## config.mk

```make
export PLATFORM = sky130hd
export DESIGN_NAME = pixel_point_op
export DESIGN_NICKNAME = d
export VERILOG_FILES = /design/src/rtl/pixel_pkg.sv /design/src/rtl/pixel_op_alu.sv /design/src/rtl/pixel_point_op.sv
export SDC_FILE = /design/constraint.sdc
export NUM_CORES = 1
export LEC_CHECK = 0
export ABC_AREA = 1
export BUFFER_PORTS_ARGS = -buffer_cell sky130_fd_sc_hd__buf_2
export CORE_ASPECT_RATIO = 1.5
export CORE_MARGIN = 1.5
export CORE_UTILIZATION = 43
export DETAILED_ROUTE_END_ITERATION = 16
export PLACE_DENSITY_LB_ADDON = 0.2
export SYNTH_ARGS = -nofsm -noshare
export SYNTH_HDL_FRONTEND = slang
export SYNTH_SLANG_ARGS = --single-unit
```

## constraint.sdc

```tcl
create_clock -name clk -period 4.56 [get_ports clk]
set_input_delay 0.228 -clock clk [delete_from_list [all_inputs] [get_ports clk]]
set_output_delay 0.228 -clock clk [all_outputs]
set_load 0.005 [all_outputs]
```

## src/rtl/pixel_pkg.sv

```systemverilog
// Shared definitions for the pixel point-operation datapath: operation modes
// and default geometry of the 200x200 test image.
package pixel_pkg;

    localparam int DEF_DATA_W       = 8;
    localparam int DEF_FRAME_PIXELS = 40000;
    localparam int DEF_CNT_W        = 16;

    typedef enum logic [1:0] {
        MODE_PASS = 2'd0,
        MODE_INV  = 2'd1,
        MODE_THR  = 2'd2,
        MODE_OFS  = 2'd3
    } mode_e;

endpackage

```

## src/rtl/pixel_op_alu.sv

```systemverilog
// Combinational per-pixel operation: pass, invert, threshold or saturating
// signed offset.
module pixel_op_alu
    import pixel_pkg::*;
#(
    parameter int DATA_W = DEF_DATA_W
) (
    input  logic [1:0]        mode,
    input  logic [DATA_W-1:0] param,
    input  logic [DATA_W-1:0] pix,
    output logic [DATA_W-1:0] result
);

    localparam logic [DATA_W-1:0] MAX = '1;

    // Two guard bits: top bit is the sign, next one flags overflow above MAX.
    logic [DATA_W+1:0] sum;

    always_comb begin
        sum    = {2'b00, pix} + {{2{param[DATA_W-1]}}, param};
        result = pix;
        case (mode_e'(mode))
            MODE_PASS: result = pix;
            MODE_INV:  result = ~pix;
            MODE_THR:  result = (pix >= param) ? MAX : '0;
            MODE_OFS: begin
                if (sum[DATA_W+1])   result = '0;
                else if (sum[DATA_W]) result = MAX;
                else                  result = sum[DATA_W-1:0];
            end
            default:   result = pix;
        endcase
    end

endmodule

```

## src/rtl/pixel_point_op.sv

```systemverilog
// Two-stage streaming point-operation unit with valid/ready handshake,
// per-frame mode latch and frame pixel counting.
module pixel_point_op
    import pixel_pkg::*;
#(
    parameter int DATA_W       = DEF_DATA_W,
    parameter int FRAME_PIXELS = DEF_FRAME_PIXELS,
    parameter int CNT_W        = DEF_CNT_W
) (
    input  logic              clk,
    input  logic              rst_n,
    input  logic [1:0]        mode_i,
    input  logic [DATA_W-1:0] param_i,
    input  logic              in_valid,
    input  logic [DATA_W-1:0] in_data,
    output logic              in_ready,
    output logic              out_valid,
    output logic [DATA_W-1:0] out_data,
    input  logic              out_ready,
    output logic              out_last,
    output logic              busy,
    output logic              frame_done
);

    localparam logic [CNT_W-1:0] LAST_IDX = CNT_W'(FRAME_PIXELS - 1);

    logic [CNT_W-1:0]  in_cnt_q, in_cnt_d;
    logic [1:0]        mode_q, mode_d;
    logic [DATA_W-1:0] param_q, param_d;

    logic              s1_vld_q, s1_vld_d;
    logic [DATA_W-1:0] s1_pix_q, s1_pix_d;
    logic              s1_last_q, s1_last_d;
    logic [1:0]        s1_mode_q, s1_mode_d;
    logic [DATA_W-1:0] s1_param_q, s1_param_d;

    logic              s2_vld_q, s2_vld_d;
    logic [DATA_W-1:0] s2_pix_q, s2_pix_d;
    logic              s2_last_q, s2_last_d;
    logic              frame_done_q, frame_done_d;

    logic              s2_load, s1_adv, in_xfer, out_xfer, first_pix;
    logic [1:0]        cur_mode;
    logic [DATA_W-1:0] cur_param, alu_res;

    assign s2_load   = !s2_vld_q || out_ready;
    assign s1_adv    = s1_vld_q && s2_load;
    assign in_ready  = !s1_vld_q || s2_load;
    assign in_xfer   = in_valid && in_ready;
    assign out_xfer  = s2_vld_q && out_ready;
    assign first_pix = (in_cnt_q == '0);

    // The first pixel of a frame uses the live inputs, later ones the latch.
    assign cur_mode  = first_pix ? mode_i  : mode_q;
    assign cur_param = first_pix ? param_i : param_q;

    pixel_op_alu #(.DATA_W(DATA_W)) u_alu (
        .mode   (s1_mode_q),
        .param  (s1_param_q),
        .pix    (s1_pix_q),
        .result (alu_res)
    );

    always_comb begin
        in_cnt_d     = in_cnt_q;
        mode_d       = mode_q;
        param_d      = param_q;
        s1_vld_d     = s1_vld_q;
        s1_pix_d     = s1_pix_q;
        s1_last_d    = s1_last_q;
        s1_mode_d    = s1_mode_q;
        s1_param_d   = s1_param_q;
        s2_vld_d     = s2_vld_q;
        s2_pix_d     = s2_pix_q;
        s2_last_d    = s2_last_q;
        frame_done_d = out_xfer && s2_last_q;

        if (in_xfer) begin
            in_cnt_d = (in_cnt_q == LAST_IDX) ? '0 : in_cnt_q + 1'b1;
            if (first_pix) begin
                mode_d  = mode_i;
                param_d = param_i;
            end
        end

        if (in_ready) begin
            s1_vld_d = in_valid;
            if (in_valid) begin
                s1_pix_d   = in_data;
                s1_last_d  = (in_cnt_q == LAST_IDX);
                s1_mode_d  = cur_mode;
                s1_param_d = cur_param;
            end
        end

        if (s2_load) s2_vld_d = s1_vld_q;
        if (s1_adv) begin
            s2_pix_d  = alu_res;
            s2_last_d = s1_last_q;
        end
    end

    always_ff @(posedge clk or negedge rst_n) begin
        if (!rst_n) begin
            in_cnt_q     <= '0;
            mode_q       <= '0;
            param_q      <= '0;
            s1_vld_q     <= 1'b0;
            s1_pix_q     <= '0;
            s1_last_q    <= 1'b0;
            s1_mode_q    <= '0;
            s1_param_q   <= '0;
            s2_vld_q     <= 1'b0;
            s2_pix_q     <= '0;
            s2_last_q    <= 1'b0;
            frame_done_q <= 1'b0;
        end else begin
            in_cnt_q     <= in_cnt_d;
            mode_q       <= mode_d;
            param_q      <= param_d;
            s1_vld_q     <= s1_vld_d;
            s1_pix_q     <= s1_pix_d;
            s1_last_q    <= s1_last_d;
            s1_mode_q    <= s1_mode_d;
            s1_param_q   <= s1_param_d;
            s2_vld_q     <= s2_vld_d;
            s2_pix_q     <= s2_pix_d;
            s2_last_q    <= s2_last_d;
            frame_done_q <= frame_done_d;
        end
    end

    assign out_valid  = s2_vld_q;
    assign out_data   = s2_pix_q;
    assign out_last   = s2_vld_q && s2_last_q;
    assign frame_done = frame_done_q;
    assign busy       = (in_cnt_q != '0) || s1_vld_q || s2_vld_q;

endmodule
```

# Word-level counts from Yosys, hierarchy flattened
# Index checks and enable logic that the tools add are counted.
# W data, S select, Z words.
# totals
ff_bits,57
output_inout_bits,13
wordCells,42
# classes
addsub,2
magnitude_cmp,1
n_eq_ne,4
muxes,7
n_bitwise,1
reduce_logical,15
# ops
op,count
$mux W8,4
$pmux W8 S4,1
$add A16 B1 Y16 const B,1
$eq A16 B16 Y1 const B,1
$logic_not A16 Y1,1
$mux W16,1
$reduce_bool A16 Y1,1
$add A9 B8 Y10,1
$ge A8 B8 Y1,1
$not A8 Y8,1
$logic_and A1 B1 Y1,5
$eq A2 B2 Y1 const B,2
$logic_or A1 B1 Y1,4
$eq A2 B1 Y1 const B,1
$logic_not A1 Y1,2
$logic_not A2 Y1,1
$mux W2,1
$reduce_and A2 Y1,1

# Depth between registers and ports, before layout
# Gate-level depths: netlist of run 1.
# depth
word_depth,4
depth_mapped,16
mapped_depth_nobuf,16

# By module
# A second synthesis of run 1 with hierarchy kept.
# unflattened
cells_unflattened,418
hier_area_um2,3124.2
# modules_own_cells
module,instances,cells_per_inst,area_per_inst_um2,seq_area_each_um2
pixel_point_op,1,259,2228.4,1176.1
pixel_op_alu,1,159,895.9,0.0

# Worst setup path before layout of run 1
# No wires, ideal clock.
# synth_path
path_type,register to register
start,reg param_q[0] (netlist name)
end,"reg s2_pix_q[7], in the netlist out_data[7]"
t_arrival_ns,1.688
required_ns,4.443
slack_ns,2.755
stages_incl_launch_ff,13
synth_period_minus_slack_ns,1.805
cell_sequence,dfrtp_1 > ha_1 > fa_1 > nand2_1 > nand2_1 > nand3_1 > nand3_1 > nand2_2 > nand2_1 > nand2_1 > nand3_1 > nand2_1 > nand2_1
# synth_rtl
item,line,rtl
end signal: assignment,pixel_point_op.sv:127,s2_pix_q <= s2_pix_d;
end: declaration,pixel_point_op.sv:38,"logic [DATA_W-1:0] s2_pix_q, s2_pix_d;"

==> impl_metrics.tcl, run 1 <==
set metrics [dict create \
    place_congestion 0.868 \
    ant_nets 0 \
    tritoncts.num_buffers 5 \
    worstPathRequired_ps 4750 \
    timing.fmax_mhz 502 \
    hpwl_um 4940 \
    gr-usage-all-layers_pct 19.0 \
    cts_tree "yes" \
    max_cap_violations 0 \
    drt_iter0_drc 131 \
    top_layer "met4" \
    cts_setup_buffers 0 \
    multi_input_area_sq_mm 0.00151 \
    power_frac_comb_pct 24.1 \
    relSlewSlack_pct 59.4 \
    yosysSeqAreaShare_pct 40.1 \
    drt_pass1_iterations 4 \
    synth_area_per_cell_sq_um 7.82 \
    fin_tns_setup_ps 0 \
    path_max_fanout 8 \
    yosys_most_used_dff "dfrtp_1" \
    vias_per_cell 4.96 \
    cts_hold_buf 0 \
    status "finished clean" \
    cts_resized 0 \
    rr_startpoint "param_q[0]" \
    gr-total-overflow 0 \
    clock-root-buffer "clkbuf_8" \
    finalSetupViolations 0 \
    grt_pass1_vias 2428 \
    fin_nets 455 \
    io_pins 35 \
    criticalPathCategory "flip-flop to flip-flop" \
    worstMarginPinSlew_ps 607 \
    min_period_ps 1990 \
    p_seq_share_pct 50.2 \
    numPortBuffers 34 \
    dr_wl_met2_um 3680 \
    synth_top_cell_area_share_pct 40.1 \
    yosysWarnings 0 \
    die_area_sq_mm 0.00734 \
    clkLatencyLatePin_ps 300 \
    ys_async_sr_fraction_pct 100 \
    hold_violations 0 \
    initial_core_util_pct 44.9 \
    cts_buffer_depth 2 \
    skew_ps 7.27 \
    p_per_area_mw_per_mm2 333 \
    max-vdd-ir-drop_v 0.000203 \
    die_w_um 70.4 \
    antenna_found_initial 0 \
    ys_seq_elements 47 \
    routed_wl_um 6430 \
    power.total_mw 1.09 \
    cp.arrival_ps 2180 \
    r2r_cells 12 \
    r2r_setup_slack_ps 2570 \
    grt_max_degree 48 \
    synth_area_leaders "dfrtp_1 40%, nand2_1 14%, ha_1 8.1%, inv_1 7.8%, nand3_1 4.3%" \
    cts.clk_slew.worst_paths_ps 90 \
    synth_fp_nets 417 \
    slew_violations 0 \
    dr_wl_met3_um 158 \
    fin_crit_sh_pct 43.7 \
    clkSinkCount 47 \
    reg2reg_to "out_data[2]" \
    drt-met1-wl_um 2460 \
    n_fill_cell 646 \
    min_path_type "primary input to async pin" \
    htree_levels 2 \
    power_switching_mw 0.369 \
    synth-edff-count 0 \
    synthToLayoutAreaGrowth_pct 12.2 \
    p_int_mw 0.725 \
    power.share.clock_pct 25.6 \
    rows 36 \
    die_h_um 104 \
    grt_pass1_wl_um 11100 \
    yosysTopAreaCell "dfrtp_1" \
    core_area_sq_mm 0.00653 \
    antennaDiodeCount 0 \
    drive_gt1_share_pct 15.0 \
    register_area_sq_mm 0.00118 \
    rsz0062_at_grt "no" \
    leakage_nw 1.78 \
    switching_share_pct 33.7 \
    remaining_drc_errors 0 \
    netlist_area_sq_mm 0.00293 \
    netlist_instances 375 \
    startpoint_type "flip-flop" \
    wire_per_inst_um 13.1 \
    num_vias 2432 \
    synth_cell_types 34 \
    worst_setup_path_end_kind "flip-flop" \
]
-- placed cells by master, fill, tap and decap left out --
cell type,Yosys,routed
mux2_4,2,2
nand3b_1,1,1
nand4_1,6,6
clkinv_1,1,1
nor3_1,7,7
a221oi_1,1,1
a21oi_1,18,18
dfrtp_1,47,47
mux2_2,8,8
nor2_4,2,2
nand2_2,1,1
nand2_1,108,108
nand3_1,25,25
buf_2,0,34
and3_2,1,1
o21a_1,2,2
clkbuf_1,3,1
nand3_4,1,1
nor4_4,1,1
buf_4,0,1
nand2_4,1,1
a31oi_1,1,1
xor2_1,11,11
o21bai_1,2,2
inv_2,1,1
inv_1,61,61
nand3_2,1,1
clkbuf_8,0,7
nor2_1,21,21
o21ai_0,15,15
fa_1,1,1
nor4_1,2,2
nor3_2,1,1
o21ai_1,1,1
ha_1,19,19
nor3b_1,1,1
-- power by group through the flow --
| stage | clock network [mW] | logic [mW] | registers, mW |
|---|---|---|---|
| global route | 0.304 | 0.305 | 0.560 |
| global placement | 0 | 0.262 | 0.559 |
| CTS | 0.288 | 0.268 | 0.551 |
| detailed placement | 0 | 0.266 | 0.559 |
| floorplan | 0 | 0.183 | 0.544 |
| finish | 0.281 | 0.264 | 0.550 |
-- cells in the mapped netlist, types with 2 or more instances --
master,instances
nand2_1,108
inv_1,61
dfrtp_1,47
nand3_1,25
nor2_1,21
ha_1,19
a21oi_1,18
o21ai_0,15
xor2_1,11
mux2_2,8
nor3_1,7
nand4_1,6
clkbuf_1,3
mux2_4,2
nor2_4,2
nor4_1,2
o21a_1,2
o21bai_1,2
-- how the worst max path moves through the flow --
stage	start	depth (start not counted)	end
final	param_q[0]	12	out_data[2]
after global routing	param_q[0]	12	out_data[7]
after CTS	param_q[6]	10	out_data[2]
after detailed placement	param_q[0]	12	out_data[5]
after global placement	param_q[7]	11	out_data[2]
after floorplan	param_q[0]	12	out_data[7]
-- metal layers --
metal / global-route usage (%) / up-vias
li1: - / 1266
met1: 20.6 / 1124
met2: 36.5 / 31
met3: 2.71 / 11
met4: 6.32 / 0
met5: 0 / -
-- stage by stage --
stage	cells	cell area (sq um)	hold slack (ps)	setup slack [ps]	util, %
after global placement	482	3190	364	2610	48.9
after global routing	490	3290	63.3	2340	50.4
final	490	3290	2.06	2570	50.4
after CTS	490	3290	33.5	2560	50.4
after detailed placement	482	3190	366	2590	48.9
after floorplan	375	2930	-67.6	2760	-
-- kinds of logic after synthesis --
logic type	Yosys count	synth area share, %
adder cells (fa/ha/maj)	20	8.78
XOR/XNOR	11	3.28
multiplexers	10	4.09
buffers and inverters	67	8.61
AO/OA/AOI/OAI	40	7.33
flip-flops	47	40.1
AND/OR/NAND/NOR	180	27.8
-- critical path, stage by stage, from the launching register on --
cell     delay (ps)
dfrtp_1         410
ha_1            230
fa_1            400
nand2_1          80
nand2_1          90
nand3_1         100
nand3_1          80
nand2_2         160
nand2_1          70
nand2_1          60
nand3_1          60
nand2_1          80
nand2_1          50
-- sequential cells by signal, indices dropped and copies added, names as in the netlist --
| name | flops |
|---|---|
| in_cnt_q | 16 |
| out_data | 8 |
| param_q | 8 |
| s1_pix_q | 8 |
| mode_q | 2 |
| frame_done | 1 |
| out_valid | 1 |
| s1_last_q | 1 |
| s1_vld_q | 1 |
| s2_last_q | 1 |
-- layout make-up --
cell class / count / area share (%)
clock buffer: 8 / 3.04
inverter: 63 / 7.19
multi-input combinational: 261 / 45.7
sequential: 47 / 35.7
tap: 76 / 2.89
timing repair buffer: 35 / 5.40
Power figures use the tool's default switching activity.
==> run 2, diff against run 1 <==
Settings changed: ABC_AREA 1 to 0.
Clock period 4.56 ns to 1.8 ns, I/O delays scaled along.
==> impl_metrics.tcl, run 2 <==
set metrics [dict create \
    top_register "in_cnt_q" \
    synth_area_leaders "dfrtp_1 42%, ha_1 8.5%, o21ai_0 5.4%, nor2_1 4.8%, mux2_2 3.6%" \
    ys_async_sr_fraction_pct 100 \
    clkLatencyLatePin_ps 290 \
    worst_setup_path_end_kind "flip-flop" \
    drt_pass1_iterations 4 \
    yosysSeqAreaShare_pct 41.9 \
    holdPathStages 3 \
    yosysWarnings 0 \
    whs_ps 3.82 \
    timing.fmax_mhz 387 \
    hpwl_um 5490 \
    remaining_drc_errors 0 \
    min_path_type "primary input to flip-flop" \
    criticalPathCategory "flip-flop to flip-flop" \
    netlist_instances 301 \
    synth-edff-count 0 \
    hold_violations 0 \
    ant_nets 0 \
    layout_common_cells "69 x buf_4, 47 x dfrtp_1, 35 x nor2_1" \
    routed_wl_um 7120 \
    ys_seq_elements 47 \
    place_congestion 0.845 \
    clock-root-buffer "clkbuf_8" \
    antennaDiodeCount 0 \
    dpl_worst_slack_ps -795 \
    status "finished with violations" \
    cp.arrival_ps 2800 \
    synth_most_common_cell "dfrtp_1" \
    fin_crit_sh_pct 144 \
    violations "setup timing" \
    slew_violations 0 \
    grt_max_degree 19 \
    num_vias 2516 \
    worstMarginPinSlew_ps 428 \
    finalSetupViolations 8 \
    r2r_cells 8 \
    skew_ps 5.58 \
    rows 35 \
    grt_pass1_wl_um 11500 \
    synth_fp_nets 343 \
    startpoint_type "flip-flop" \
    io_pins 35 \
    p_per_area_mw_per_mm2 840 \
    final_common_cell "buf_4" \
    path_max_fanout 5 \
    power_switching_mw 1.07 \
    stdcell_area_sq_mm 0.00380 \
    p_int_mw 2.12 \
    min_period_ps 2580 \
    max_cap_violations 0 \
    grt_pass1_vias 2572 \
    die_area_sq_mm 0.00702 \
    synth_area_per_cell_sq_um 9.32 \
    cts.clk_slew.worst_paths_ps 90 \
    clkSinkCount 47 \
    p_seq_share_pct 41.9 \
    yosysTopAreaCell "dfrtp_1" \
    leakage_nw 1.76 \
    largest_reg_flops 16 \
    synth_cell_types 45 \
    gr-total-overflow 0 \
    detailed_place.area_sq_mm 0.00351 \
    wire_per_inst_um 14.8 \
    fin_nets 450 \
    htree_levels 2 \
    yosys_most_used_dff "dfrtp_1" \
    power.share.clock_pct 20.2 \
    worstPathRequired_ps 2020 \
    synthToLayoutAreaGrowth_pct 35.7 \
    tritoncts.num_buffers 5 \
    numPortBuffers 34 \
    die_w_um 68.9 \
    synth_commonest_cells "47 x dfrtp_1, 36 x nor2_1, 30 x o21ai_0, 24 x nand2_1, 19 x ha_1" \
    max-vdd-ir-drop_v 0.000469 \
    core_area_sq_mm 0.00622 \
    gr-usage-all-layers_pct 22.1 \
    cts_buffer_depth 2 \
    relSlewSlack_pct 71.4 \
    die_h_um 102 \
    synth_top_cell_area_share_pct 41.9 \
    drive_gt1_share_pct 35.0 \
    power_frac_comb_pct 37.9 \
    netlist_area_sq_mm 0.00280 \
    vias_per_cell 5.22 \
    antenna_found_initial 0 \
    switching_share_pct 33.6 \
    initial_core_util_pct 45.1 \
    rsz0062_at_grt "yes" \
    fin_ws_ps -785 \
    drt_iter0_drc 59 \
    cts_tree "yes" \
]
-- run 2: cell types whose count changed after synthesis, moves of 11 or more --
cell	before	now
nand2_1	108	24
inv_1	61	15
nand3_1	25	10
nor2_1	21	36
o21ai_0	15	30
xnor2_1	0	11
-- run 2: path summary, 6_finish.rpt --
| check | from | end | slack [ps] |
|---|---|---|---|
| worst max-delay path | s1_pix_q[5] | out_data[1] | -780 |
| worst min-delay path | in_data[0] | s1_pix_q[0] | 4 |
| worst max register to register | s1_pix_q[5] | out_data[1] | -780 |
| worst min register to register | s1_last_q | s2_last_q | 480 |
| max in group asynchronous | rst_n | s1_pix_q[7] | 950 |
| min in group asynchronous | rst_n | param_q[6] | 260 |
-- run 2: per-stage QoR --
step	std cells	setup TNS, ps	util [%]	power (mW)
2_1_floorplan	301	-4210	-	1.97
3_3_place_gp	461	-5530	56.4	2.44
3_5_place_dp	461	-5800	56.4	2.47
4_1_cts	477	-5280	59.9	3.18
5_1_grt	482	-6730	61.2	3.42
6_report	482	-5640	61.2	3.20
-- run 2: cells by family after synthesis --
kind of cell    synth area share, %
xor+xnor                       5.00
fa+ha+maj                      9.19
compound gates                 13.7
mux                            4.33
simple gates                   22.5
buf+inv                        3.35
flops                          41.9
-- run 2: power by group through the flow --
| stage | Sequential, mW | Combinational [mW] | Clock [mW] |
|---|---|---|---|
| 6_report | 1.34 | 1.21 | 0.648 |
| 5_1_grt | 1.36 | 1.35 | 0.704 |
| 4_1_cts | 1.34 | 1.17 | 0.671 |
| 3_5_place_dp | 1.36 | 1.11 | 0 |
| 3_3_place_gp | 1.35 | 1.09 | 0 |
| 2_1_floorplan | 1.37 | 0.603 | 0 |
-- run 2: what timing repair did --
item                                   4_1_cts  5_1_grt
endpoints found under the hold margin       20        0
setup endpoints to repair                   12       18
resized for setup                           10       11
setup buffers                                4        5
pin swaps                                    7       11
hold buffers                                 5        0
-- run 2: layer usage --
layer	track usage, %	routed length, um	vias up
met3	4.07	180	16
met1	22.5	2680	1203
met5	0	0	-
met2	41.8	4000	37
met4	9.80	261	0
li1	-	-	1260
-- run 2: area by class of cell --
cell class / instances / area, sq um
sequential: 47 / 1180
inverter: 15 / 56.3
tap: 74 / 92.6
clock inverter: 1 / 5.00
multi-input combinational: 231 / 1650
timing repair buffer: 108 / 738
clock buffer: 6 / 82.6
fill: 576 / 2410
-- run 2: worst max-delay path: stages, from the launching register on --
cell       delay, ps
dfrtp_1          420
ha_4             260
or3_4            390
a2111oi_4        260
nor3_2           100
or3_4            390
a211oi_4         350
o21ai_1          120
a211oi_2         220
